--- src/rtl/kfps2kb_pkg.sv ---
// Shared constants and types for the keyboard keycode buffer.
package kfps2kb_pkg;

  localparam logic [7:0] KEYCODE_OVERRUN = 8'hFF;
  localparam logic [7:0] KEYCODE_BAT_OK  = 8'hAA;

  typedef enum logic {
    StIdle,
    StClear
  } capture_state_e;

endpackage

--- src/rtl/kfps2kb_fifo.sv ---
// Keycode FIFO storage and pointers with flush and tail-overwrite support.
module kfps2kb_fifo
  import kfps2kb_pkg::*;
#(
  parameter int unsigned DEPTH = 16
) (
  input  logic                     clock,
  input  logic                     reset,
  input  logic                     push_i,
  input  logic                     pop_i,
  input  logic                     flush_i,
  input  logic                     overwrite_tail_i,
  input  logic [7:0]               wdata_i,
  output logic [7:0]               head_o,
  output logic [$clog2(DEPTH):0]   count_o,
  output logic                     empty_o,
  output logic                     full_o
);

  localparam int unsigned AW = $clog2(DEPTH);
  localparam int unsigned CW = AW + 1;

  logic [7:0]    mem_q [DEPTH];
  logic [AW-1:0] wptr_q, wptr_d;
  logic [AW-1:0] rptr_q, rptr_d;
  logic [CW-1:0] count_q, count_d;
  logic          do_push, do_pop, do_overwrite;

  assign empty_o = (count_q == '0);
  assign full_o  = (count_q == CW'(DEPTH));
  assign count_o = count_q;
  assign head_o  = mem_q[rptr_q];

  // A pop frees a slot in the same cycle, so a push into a full FIFO may proceed alongside it.
  assign do_pop       = pop_i && !empty_o;
  assign do_push      = push_i && (!full_o || do_pop);
  assign do_overwrite = overwrite_tail_i && full_o && !do_push;

  always_comb begin
    wptr_d  = wptr_q;
    rptr_d  = rptr_q;
    count_d = count_q;
    if (flush_i) begin
      wptr_d  = '0;
      rptr_d  = '0;
      count_d = '0;
    end else begin
      if (do_push) wptr_d = wptr_q + AW'(1);
      if (do_pop)  rptr_d = rptr_q + AW'(1);
      unique case ({do_push, do_pop})
        2'b10:   count_d = count_q + CW'(1);
        2'b01:   count_d = count_q - CW'(1);
        default: count_d = count_q;
      endcase
    end
  end

  always_ff @(posedge clock) begin
    if (reset) begin
      wptr_q  <= '0;
      rptr_q  <= '0;
      count_q <= '0;
    end else begin
      wptr_q  <= wptr_d;
      rptr_q  <= rptr_d;
      count_q <= count_d;
    end
  end

  always_ff @(posedge clock) begin
    if (!reset && !flush_i) begin
      if (do_push) begin
        mem_q[wptr_q] <= wdata_i;
      end else if (do_overwrite) begin
        mem_q[wptr_q - AW'(1)] <= KEYCODE_OVERRUN;
      end
    end
  end

endmodule

--- src/rtl/kfps2kb_keycode_buffer.sv ---
// Buffers XT keycodes from the keyboard controller for the PPI side, with upstream handshake,
// pop/flush edge detection and sticky overrun reporting.
module kfps2kb_keycode_buffer
  import kfps2kb_pkg::*;
#(
  parameter int unsigned DEPTH = 16
) (
  input  logic                   clock,
  input  logic                   reset,
  input  logic                   kb_irq,
  input  logic [7:0]             kb_keycode,
  output logic                   kb_clear_keycode,
  output logic                   kb_reset_keybord,
  output logic                   irq,
  output logic [7:0]             keycode,
  input  logic                   clear_keycode,
  input  logic                   reset_keybord,
  output logic [$clog2(DEPTH):0] fifo_count,
  output logic                   overflow
);

  capture_state_e state_q, state_d;
  logic           clear_prev_q;
  logic           reset_kb_prev_q;
  logic           kb_reset_pulse_q;
  logic           overflow_q, overflow_d;
  logic           pop_edge, flush_edge, capture;
  logic           fifo_empty, fifo_full;
  logic [7:0]     fifo_head;

  assign pop_edge   = clear_keycode && !clear_prev_q;
  assign flush_edge = reset_keybord && !reset_kb_prev_q;
  // Flush wins: a keycode arriving in the flush cycle is dropped without acknowledge.
  assign capture    = (state_q == StIdle) && kb_irq && !flush_edge;

  always_comb begin
    state_d    = state_q;
    overflow_d = overflow_q;
    if (flush_edge) begin
      state_d    = StIdle;
      overflow_d = 1'b0;
    end else begin
      unique case (state_q)
        StIdle:  if (kb_irq) state_d = StClear;
        StClear: state_d = StIdle;
        default: state_d = StIdle;
      endcase
      if (capture && fifo_full && !(pop_edge && !fifo_empty)) overflow_d = 1'b1;
    end
  end

  always_ff @(posedge clock) begin
    if (reset) begin
      state_q          <= StIdle;
      clear_prev_q     <= 1'b0;
      reset_kb_prev_q  <= 1'b0;
      kb_reset_pulse_q <= 1'b0;
      overflow_q       <= 1'b0;
    end else begin
      state_q          <= state_d;
      clear_prev_q     <= clear_keycode;
      reset_kb_prev_q  <= reset_keybord;
      kb_reset_pulse_q <= flush_edge;
      overflow_q       <= overflow_d;
    end
  end

  kfps2kb_fifo #(
    .DEPTH(DEPTH)
  ) u_fifo (
    .clock           (clock),
    .reset           (reset),
    .push_i          (capture),
    .pop_i           (pop_edge),
    .flush_i         (flush_edge),
    .overwrite_tail_i(capture),
    .wdata_i         (kb_keycode),
    .head_o          (fifo_head),
    .count_o         (fifo_count),
    .empty_o         (fifo_empty),
    .full_o          (fifo_full)
  );

  assign kb_clear_keycode = (state_q == StClear);
  assign kb_reset_keybord = kb_reset_pulse_q;
  assign irq              = !fifo_empty && !clear_keycode;
  assign keycode          = fifo_empty ? 8'h00 : fifo_head;
  assign overflow         = overflow_q;

endmodule

--- config.mk ---
export PLATFORM = sky130hd
export DESIGN_NAME = kfps2kb_keycode_buffer
export DESIGN_NICKNAME = d
export VERILOG_FILES = /design/src/rtl/kfps2kb_pkg.sv /design/src/rtl/kfps2kb_fifo.sv /design/src/rtl/kfps2kb_keycode_buffer.sv
export SDC_FILE = /design/constraint.sdc
export NUM_CORES = 1
export LEC_CHECK = 0
export BUFFER_PORTS_ARGS = -buffer_cell sky130_fd_sc_hd__buf_2
export CAP_MARGIN = 5
export CORE_MARGIN = 1
export CORE_UTILIZATION = 61
export CTS_CLUSTER_SIZE = 8
export DETAILED_ROUTE_END_ITERATION = 16
export MAX_ROUTING_LAYER = met4
export PLACE_DENSITY_LB_ADDON = 0.1
export SLEW_MARGIN = 20
export SYNTH_ARGS = -nofsm -noshare
export SYNTH_HDL_FRONTEND = slang
export SYNTH_SLANG_ARGS = --single-unit
--- constraint.sdc ---
create_clock -name clock -period 3 [get_ports clock]
set_input_delay 0.15 -clock clock [delete_from_list [all_inputs] [get_ports clock]]
set_output_delay 0.15 -clock clock [all_outputs]
set_load 0.05 [all_outputs]
==> Word level (Yosys, flattened, before mapping) <==
Memory sizes are Yosys's and may differ from the RTL's. A register that Yosys moved wholly into a read port is not among the register bits.
Index checks and enable logic that the tools add are counted.
{ "totals": {"wordCells": 59, "output_inout_bits": 17, "rom_bits": 0, "inputBits": 13, "reg_bits": 18, "latch_bits": 0, "mem_bits_rw": 128, "mem_count": 1} }
{ "memory_table": {"columns": ["name", "words", "width", "rd", "rd_ports_with_merged_regs", "wr", "line_no", "text"], "rows": [
  ["u_fifo.mem_q", 16, 8, 1, 1, 1, "kfps2kb_fifo.sv:23", "logic [7:0] mem_q [DEPTH];"]
]} }
{ "op_classes": {"n_div": 0, "order_cmp": 0, "addsub": 5, "shifts": 0, "bitwise": 1, "mul": 0, "reduce_logical": 25, "n_eq_ne": 3, "n_mux": 16} }
{ "op_table": {"columns": ["cell", "count"], "rows": [
  ["8-bit 2-to-1 mux", 2],
  ["4-bit 2-to-1 mux", 3],
  ["1-bit logical AND", 11],
  ["5-bit case mux with 2 select lines", 1],
  ["1-bit logical NOT", 9],
  ["1-bit 2-to-1 mux", 9],
  ["4-bit by 1-bit adder with 4-bit output, second input constant", 2],
  ["8-bit OR reduction", 1],
  ["5-bit by 1-bit adder with 5-bit output, second input constant", 1],
  ["5-bit equality test, second input constant", 1],
  ["5-bit logical NOT", 1],
  ["5-bit by 1-bit subtractor with 5-bit output, second input constant", 1],
  ["4-bit by 1-bit subtractor with 4-bit output, second input constant", 1],
  ["2-bit by 1-bit equality test with 1-bit output, second input constant", 1],
  ["2-bit equality test, second input constant", 1],
  ["1-bit case mux with 2 select lines", 1],
  ["2-bit nonzero test", 1],
  ["2-bit OR reduction", 1],
  ["1-bit logical OR", 1],
  ["1-bit NOT", 1]
]} }

==> Longest topological paths before layout <==
Gate-level depths: netlist of run 1.
{ "depth": {"depth_word": 13, "ltp_mapped": 11, "mapped_depth_nobuf": 10} }

==> By module <==
Synthesis of run 1 repeated with hierarchy kept, for this count alone.
{ "unflattened": {"cells_unflattened": 366, "area_unflattened_um2": 6378.6} }
{ "modules_own_cells": {"columns": ["mod", "seq_area_each_um2", "area_per_inst_um2", "n_inst", "cells_per_inst"], "rows": [
  ["kfps2kb_fifo", 4184.0, 6133.4, 1, 340],
  ["kfps2kb_keycode_buffer", 100.1, 245.2, 1, 26]
]} }

==> Worst setup path after synthesis of run 1 <==
OpenSTA, ideal clock, no wires.
{ "synth_timing": {"kind": "register to register", "from": "register u_fifo.count_q[0] (netlist: u_fifo.count_o[0])", "to": "memory u_fifo.mem_q[13][0], enable pin", "path_buffers": 1, "setup_slack_ps": 56, "stages_incl_launch_ff": 7, "required_time_ps": 2617, "setup_time_ps": 383, "period_less_slack_ps": 2944, "arrival_ps": 2561, "path_cell_list": "dfxtp_1 -> or4_4 -> buf_6 -> nor3_4 -> nand3_4 -> xor2_2 -> nor3_1"} }
{ "synth_via": {"elab_chain_cells": 13, "word_cells_on_any_way": 20, "classes_between": "eq/ne (1); mux (9); reduce/logical (10)"} }
{ "synth_rtl": {"columns": ["element", "line_no", "text"], "rows": [
  ["from (decl)", "kfps2kb_fifo.sv:26", "logic [CW-1:0] count_q, count_d;"],
  ["from (signal assigned)", "kfps2kb_fifo.sv:66", "count_q <= count_d;"],
  ["5-bit logical NOT", "kfps2kb_fifo.sv:29", "assign empty_o = (count_q == '0);"],
  ["1-bit logical NOT", "kfps2kb_fifo.sv:35", "assign do_pop = pop_i && !empty_o;"],
  ["1-bit logical AND", "kfps2kb_fifo.sv:35", null],
  ["1-bit logical OR", "kfps2kb_fifo.sv:36", "assign do_push = push_i && (!full_o || do_pop);"],
  ["1-bit logical AND", "kfps2kb_fifo.sv:36", null],
  ["1-bit logical NOT", "kfps2kb_fifo.sv:37", "assign do_overwrite = overwrite_tail_i && full_o && !do_push;"],
  ["1-bit logical AND", "kfps2kb_fifo.sv:37", null],
  ["1-bit 2-to-1 mux", "kfps2kb_fifo.sv:74", "end else if (do_overwrite) begin"],
  ["1-bit 2-to-1 mux", "kfps2kb_fifo.sv:72", "if (do_push) begin"],
  ["1-bit 2-to-1 mux", "kfps2kb_fifo.sv:71", "if (!reset && !flush_i) begin"],
  ["1-bit 2-to-1 mux (implied by the code)", "kfps2kb_fifo.sv:75", "mem_q[wptr_q - AW'(1)] <= KEYCODE_OVERRUN;"],
  ["8-bit OR reduction (no source line)", null, null],
  ["4-bit 2-to-1 mux (no source line) / 1-bit 2-to-1 mux (equally long branches)", null, null],
  ["to (decl)", "kfps2kb_fifo.sv:23", null]
]} }
Parallel ways exist; a longest one is shown, timed or not.

==> Worst setup path after layout of run 1 <==
{ "layout_timing": {"from": "register u_fifo.count_q[0] (netlist: u_fifo.count_o[0])", "to": "output keycode[6]"} }
{ "layout_via": {"elab_chain_cells": 2} }
{ "layout_rtl": {"columns": ["element", "line_no", "text"], "rows": [
  ["5-bit logical NOT", "kfps2kb_fifo.sv:29", null],
  ["8-bit 2-to-1 mux", "kfps2kb_keycode_buffer.sv:87", "assign keycode = fifo_empty ? 8'h00 : fifo_head;"],
  ["to (decl)", "kfps2kb_keycode_buffer.sv:15", "output logic [7:0] keycode,"]
]} }
Every way passes these cells.

==> results of run 1 <==
## flip-flops by register name (all words and copies together) (netlist names), named ones only
register / cells
clear_prev_q: 1
u_fifo.count_o: 5
kb_clear_keycode: 1
kb_reset_keybord: 1
u_fifo.mem_q: 128
u_fifo.rptr_q: 4
overflow: 1
reset_kb_prev_q: 1
u_fifo.wptr_q: 4
## power by group through the flow
| stage | logic, W | clock network (W) | registers [W] |
|---|---|---|---|
| final | 0.000344 | 0.00208 | 0.00229 |
| after global placement | 0.000337 | 0 | 0.00233 |
| after global routing | 0.000372 | 0.00217 | 0.00229 |
| after detailed placement | 0.000343 | 0 | 0.00233 |
| after floorplan | 0.000251 | 0 | 0.00235 |
| after CTS | 0.000348 | 0.00210 | 0.00229 |
## cell type report
cell class              count  area share [%]
flip-flops and latches    150            59.3
clock buffers              27            7.99
inverters                   7           0.364
repair buffers             54            4.89
clock inverters             5           0.381
multi-input cells         178            24.7
well taps                 133            2.30
## through the flow
stage / utilization (%) / cells / hold slack (ns)
2_1_floorplan: - / 350 / 0.222
3_3_place_gp: 67.4 / 519 / 0.377
3_5_place_dp: 67.4 / 519 / 0.386
4_1_cts: 73.9 / 554 / 0.0724
5_1_grt: 73.9 / 554 / 0.117
6_report: 73.9 / 554 / 0.0865
## cell usage in the layout (no fill, tap or decap), drive strengths merged
cell type      n
nand4          1
nor4           1
buf           51
inv            7
nand3          6
clkbuf        27
clkinv         4
or2            3
ha             6
mux4          32
clkinvlp       1
nand2b        11
a31oi          1
xnor2          8
mux2i         21
o21ai          6
a21oi          5
or4            2
a21o           1
fa             1
nor2b          6
o211ai         1
edfxtp       128
a211oi         1
xor2           5
nor3          28
dlygate4sd3    3
dfxtp         22
o311ai         1
and3           2
nor2          19
o22ai          8
nand2          2
## cells by family after synthesis
group / after synthesis / share of synthesized area, %
DFF: 150 / 69.5
and+or+nand+nor: 81 / 7.43
muxes: 53 / 15.3
AOI/OAI and AO/OA: 24 / 2.37
buffers and inverters: 22 / 1.52
xor gates and xnor gates: 13 / 2.33
adders and majority gates: 7 / 1.54
## worst reg2reg max path: stages, from the launching register on
cell and delay, ns:
dfxtp_1 0.42, or4_4 0.20, nor2_1 0.07, nor3_1 0.41, inv_1 0.12, fa_1 0.41, nand2b_1 0.16, a21oi_1 0.31
nand3_1 0.13, o311ai_0 0.11, a31oi_1 0.12
## cells in the mapped netlist, drive strengths merged, types with 6 or more instances
cell type  instances
edfxtp           128
mux4              32
nor3              28
dfxtp             22
mux2i             21
nor2              19
nand2b            11
clkbuf             9
o22ai              8
xnor2              8
inv                7
buf                6
ha                 6
nand3              6
nor2b              6
o21ai              6
## worst max path at each step
stage                       from                  end  slack, ns
5_1_grt        u_fifo.count_o[0]           keycode[5]       0.14
3_5_place_dp   u_fifo.count_o[2]    u_fifo.count_o[4]       0.43
3_3_place_gp   u_fifo.count_o[2]    u_fifo.count_o[4]       0.51
4_1_cts        u_fifo.count_o[0]           keycode[6]       0.26
6_report       u_fifo.count_o[0]           keycode[6]       0.25
2_1_floorplan  u_fifo.count_o[0]  u_fifo.mem_q[13][0]       0.06
## per-layer routing
metal	GRT usage, %	up-vias
met5	-	-
met2	41.3	85
met4	10.0	0
met1	30.5	1655
li1	-	1502
met3	4.41	12
## repair_timing
item / CTS / global route
hold buffers: 3 / 0
resized for setup: 0 / 0
hold endpoints to repair: 3 / 0
==> results.ini, run 1 <==
[clock_tree]
clk_pin_slew_worst_paths_ns=0.06
cts.sinks=150
postCtsSetupBuffers=0
clock_latency_ns=0.52
cts_buffer_depth=2
tritoncts=done
h-tree-depth=4
clockRootBuffer=clkbuf_8
cts_buffers=17

[global_route]
grt_pass1_vias=3341
antenna_found_initial=0
grt.total_usage_pct=24.9
grt_overflow_total=0
grt_max_degree=33
grt_first_pass_wirelength_mm=17.6

[synth]
yosysTopAreaCellShare_pct=62.4
synth_cell_types=41
syn_avg_cell_area_sq_um=17.6
syn_inst=350
synth_seq_cells=150
synthTopCellsByArea=edfxtp_1 (62%), mux4_2 (12%), dfxtp_1 (7.1%)
syn_nets=370
synth_area_sq_um=6160
synth_edf_count=128
ys.flop_type=edfxtp_1
yosysSeqAreaShare_pct=69.5
synth_area_leader_cell=edfxtp_1
ys_warn_count=0
synth-async-reset-ratio_pct=0

[sta]
slew_viol_final=0
finClkSkew_ns=0.00719
hold_violations=0
period_minus_slack_ns=2.75
finalSetupViolCount=0
fmaxAchievable_mhz=363
grt_setup_unrepaired=no
worstMarginPinSlew_ns=0.819
setup_ws_ns=0.248
relSlewSlack_pct=45.4
fin_setup_tns_ns=0
post-route-period-util_pct=91.7

[floorplan]
fp-row-count=36
start_util_pct=63.1
die_x_microns=103
die_h_microns=103
io_pins=30
core-area_sq_um=9770
fp.dieArea_sq_um=10500

[pwr]
power.switching_w=0.00102
p_int_w=0.00370
pwr-share-clk_pct=44.1
power_w=0.00472
seq_power_share_pct=48.6
combPwrFrac_pct=7.3
vdd_drop_max_v=0.000420
p_sw_share_pct=21.6
power.leakage_nw=2.41
p_per_area_nw_per_um2=653

[worst_setup_path]
crit_fanout=8
cpMaxStageDelayCell=o21ai_1
crit_family=compound AO/OA/AOI/OAI gates
worstReg2RegStart=u_fifo.count_o[2]
reg2reg_depth=10
critPathCaptureType=primary output
crit_arrival_ns=2.60
cp_slowest_stage_delay_ns=0.63
critical_path_buf_inv_count=1
rr_endpoint=u_fifo.count_o[4]
required_ns=2.85
crit_chain=or4_4 > o21ai_1 > o22ai_1 > buf_2
cp-start-kind=flip-flop
critical_path_class=flip-flop to primary output
crit_cells=4
reg2reg_slack_ns=0.42

[min_path]
holdCritStartpoint=kb_irq
hp-class=primary input to flip-flop
hold_end=kb_clear_keycode
holdPathStages=4

[drt]
top_layer=met4
vias=3254
wire_per_inst_microns=20.5
met1_length_mm=4.74
wl_mm=11.3
drt-initial-drc-count=164
drc_errors=0
wl_met3_microns=406
firstDrtPassIters=5
viasPerCell=5.87
drtAntennaViolNets=0
met2WireLength_mm=6.05

[finish]
multi_input_area_sq_um=1790
stdcell_area_sq_um=7220
regArea_sq_um=4290
area_delta_synth_final_pct=17.2
final_nets=428
n_antenna_cell=0
final_layout_size_suffix_gt1_share_pct=30.4
n_fill_cell=608

[place]
placed_cell_area_sq_um=6590
dp_slack_ns=0.432
dp_hpwl_mm=7.29
gp_congestion=0.801
numPortBuffers=29

[run_status]
outcome=finished clean

[job]
maxCapViolations=0

Power figures use the tool's default switching activity.
==> run 2: changes to the inputs <==
==> constraint.sdc (replaced) <==
create_clock -name clock -period 3 [get_ports clock]
set_input_delay 0.9 -clock clock [delete_from_list [all_inputs] [get_ports clock]]
set_output_delay 0.9 -clock clock [all_outputs]
set_load 0.05 [all_outputs]
==> run 2 against run 1 <==
Against the previous run: the run now ends with negative setup slack left; sequential cell count stayed put; die area did not move; final cell count grew 4.2%; register-to-register slack worse by 0.28 ns; core utilization rose by 3.1 points; non-clock buffer count increased by 23; critical path depth grew 1; first-iteration DRC count increased by 120%; fmax shrank 11%; total power shrank 3.5%; largest cell class unchanged; clock power decreased by 12%; clock skew about the same.
==> results.ini, run 2 (synthesized netlist as in run 1, its figures left out) <==
[sta]
post-route-period-util_pct=103  ; was 91.7%
whs_ns=0.439  ; was 0.0865 ns
period_minus_slack_ns=3.09  ; was 2.75 ns
grt_setup_unrepaired=yes  ; was no
hold_violations=0  ; unchanged
finClkSkew_ns=0.00743  ; was 0.00719 ns
setup_ws_ns=-0.0892  ; was 0.248 ns
finalSetupViolCount=8  ; was 0
slew_viol_final=0  ; unchanged
worstMarginPinSlew_ns=1.11  ; was 0.819 ns
relSlewSlack_pct=25.5  ; was 45.4%
fmaxAchievable_mhz=324  ; was 363 MHz

[place]
placed_cell_area_sq_um=6850  ; was 6590 sq um
dp_hpwl_mm=7.82  ; was 7.29 mm
numPortBuffers=29  ; unchanged
gp_congestion=0.798  ; was 0.801
dp_slack_ns=-0.171  ; was 0.432 ns

[pwr]
p_per_area_nw_per_um2=605  ; was 653 nW/um^2
vdd_drop_max_v=0.000363  ; was 0.000420 V
power.leakage_nw=2.53  ; was 2.41 nW
power_w=0.00455  ; was 0.00472 W

[floorplan]
die_h_microns=103  ; unchanged
core-area_sq_um=9770  ; unchanged
die_x_microns=103  ; unchanged
fp-row-count=36  ; unchanged
io_pins=30  ; unchanged
fp.dieArea_sq_um=10500  ; unchanged
start_util_pct=63.1  ; unchanged

[worst_setup_path]
crit_chain=buf_12 > mux4_2 > mux2i_2 > o22ai_1 > buf_4  ; was or4_4 > o21ai_1 > o22ai_1 > buf_2
critical_path_class=flip-flop to primary output  ; unchanged
required_ns=2.10  ; was 2.85 ns
crit_arrival_ns=2.19  ; was 2.60 ns
crit_end=keycode[4]  ; was keycode[6]
rr_endpoint=u_fifo.mem_q[0][3]  ; was u_fifo.count_o[4]
critPathCaptureType=primary output  ; unchanged
worstReg2RegStart=u_fifo.count_o[0]  ; was u_fifo.count_o[2]
cpMaxStageDelayCell=mux4_2  ; was o21ai_1
cp-start-kind=flip-flop  ; unchanged
reg2reg_slack_ns=0.14  ; was 0.42 ns
reg2reg_depth=5  ; was 10
cp_slowest_stage_delay_ns=0.56  ; was 0.63 ns
crit_fanout=8  ; unchanged

[clock_tree]
postCtsHoldBufs=0  ; was 3
cts_buffers=17  ; unchanged
cts.sinks=150  ; unchanged
cts_buffer_depth=2  ; unchanged
h-tree-depth=4  ; unchanged
clk_pin_slew_worst_paths_ns=0.06  ; about the same
tritoncts=done  ; unchanged
clockRootBuffer=clkbuf_8  ; unchanged
clock_latency_ns=0.52  ; about the same

[finish]
layout.cells.most_common_list=edfxtp_1 (128), buf_4 (48), mux4_2 (32)  ; was edfxtp_1 (128), mux4_2 (32), buf_2 (29)
area_delta_synth_final_pct=22.1  ; was 17.2%
final_layout_size_suffix_gt1_share_pct=38.7  ; was 30.4%
layout_commonest_cell=edfxtp_1  ; unchanged
top_register=u_fifo.mem_q  ; unchanged
n_antenna_cell=0  ; unchanged
final_nets=451  ; was 428
stdcell_area_sq_um=7520  ; was 7220 sq um
largest_register_ffs=128  ; unchanged
final_util_pct=77.0  ; was 73.9%

[global_route]
grt_max_degree=33  ; unchanged
grt_overflow_total=0  ; unchanged
grt_first_pass_wirelength_mm=19.1  ; was 17.6 mm
top_usage_layer=met2  ; unchanged
use_met2_pct=41.9  ; was 41.3%
met3_usage_pct=5.08  ; was 4.41%
grt_pass1_vias=3407  ; was 3341
grt.total_usage_pct=27.5  ; was 24.9%
gr-usage-met1_pct=38.0  ; was 30.5%
antenna_found_initial=0  ; unchanged

[drt]
viasPerCell=5.91  ; was 5.87
drc_errors=0  ; unchanged
wire_per_inst_microns=21.7  ; was 20.5 microns
firstDrtPassIters=4  ; was 5
drtAntennaViolNets=0  ; unchanged
wl_mm=12.5  ; was 11.3 mm
drt-initial-drc-count=359  ; was 164
vias=3411  ; was 3254

[run_status]
outcome=complete, but fails checks  ; was finished clean
violations=negative setup slack

[min_path]
hp-class=flip-flop to flip-flop  ; was primary input to flip-flop
holdCritStartpoint=reset_kb_prev_q  ; was kb_irq

[job]
maxCapViolations=0  ; unchanged

==> run 2: changes by cell type in the layout (fill, tap and decap cells not counted), moves of 4 or more <==
cell,previous run,this run
clkinv_1,0,5
clkbuf_16,20,16
nor3_2,0,13
mux2i_1,20,13
nor3_1,26,13
clkbuf_8,5,1
buf_2,29,21
buf_4,21,48
mux2i_2,0,5
==> run 2: layout make-up <==
type	instances	area, sq um
Sequential cell	150	4290
Timing Repair Buffer	77	607
Clock buffer	20	425
Multi-Input combinational cell	178	1920
Inverter	7	26.3
Fill cell	565	2250
Clock inverter	12	87.6
Tap cell	133	166
==> run 2: timing repair <==
action                     4_1_cts  5_1_grt
cloned                           2        0
resized for setup               25        4
setup endpoints to repair        8        8
pin swaps                        5        5
setup buffers                    1        0
==> run 2: critical path, delay by kind of cell, from the launching register on <==
family	cells	cell delay, ns
buffers and inverters	2	0.37
DFF	1	0.44
muxes	2	0.76
AOI/OAI and AO/OA	1	0.10
==> run 2: per-stage QoR <==
step           setup TNS (ns)  instances
2_1_floorplan           -2.59        350
3_3_place_gp            -1.18        543
3_5_place_dp            -4.33        543
4_1_cts                -0.909        578
5_1_grt                 -1.08        577
6_report               -0.520        577
==> run 2: how the worst min path moves through the flow <==
stage                       end  slack [ns]  cells past startpoint
3_3_place_gp   kb_reset_keybord        0.42                      1
4_1_cts        kb_reset_keybord        0.44                      1
3_5_place_dp   kb_reset_keybord        0.43                      1
2_1_floorplan  kb_reset_keybord        0.39                      1
5_1_grt        kb_reset_keybord        0.46                      1
6_report       kb_reset_keybord        0.44                      1
==> run 2: report_power, final <==
part | switching (W) | internal (W) | total, W
clock network | 0.000764 | 0.00108 | 0.00184
registers | 0.0000126 | 0.00228 | 0.00229
logic | 0.000251 | 0.000168 | 0.000419
==> run 2: metal layers <==
layer / wire length (microns) / vias up / part of all wire (%)
met1: 5330 / 1711 / 43
met2: 6200 / 139 / 50
met5: 0 / - / 0
met4: 193 / 0 / 1.5
met3: 789 / 14 / 6.3
li1: - / 1547 / -
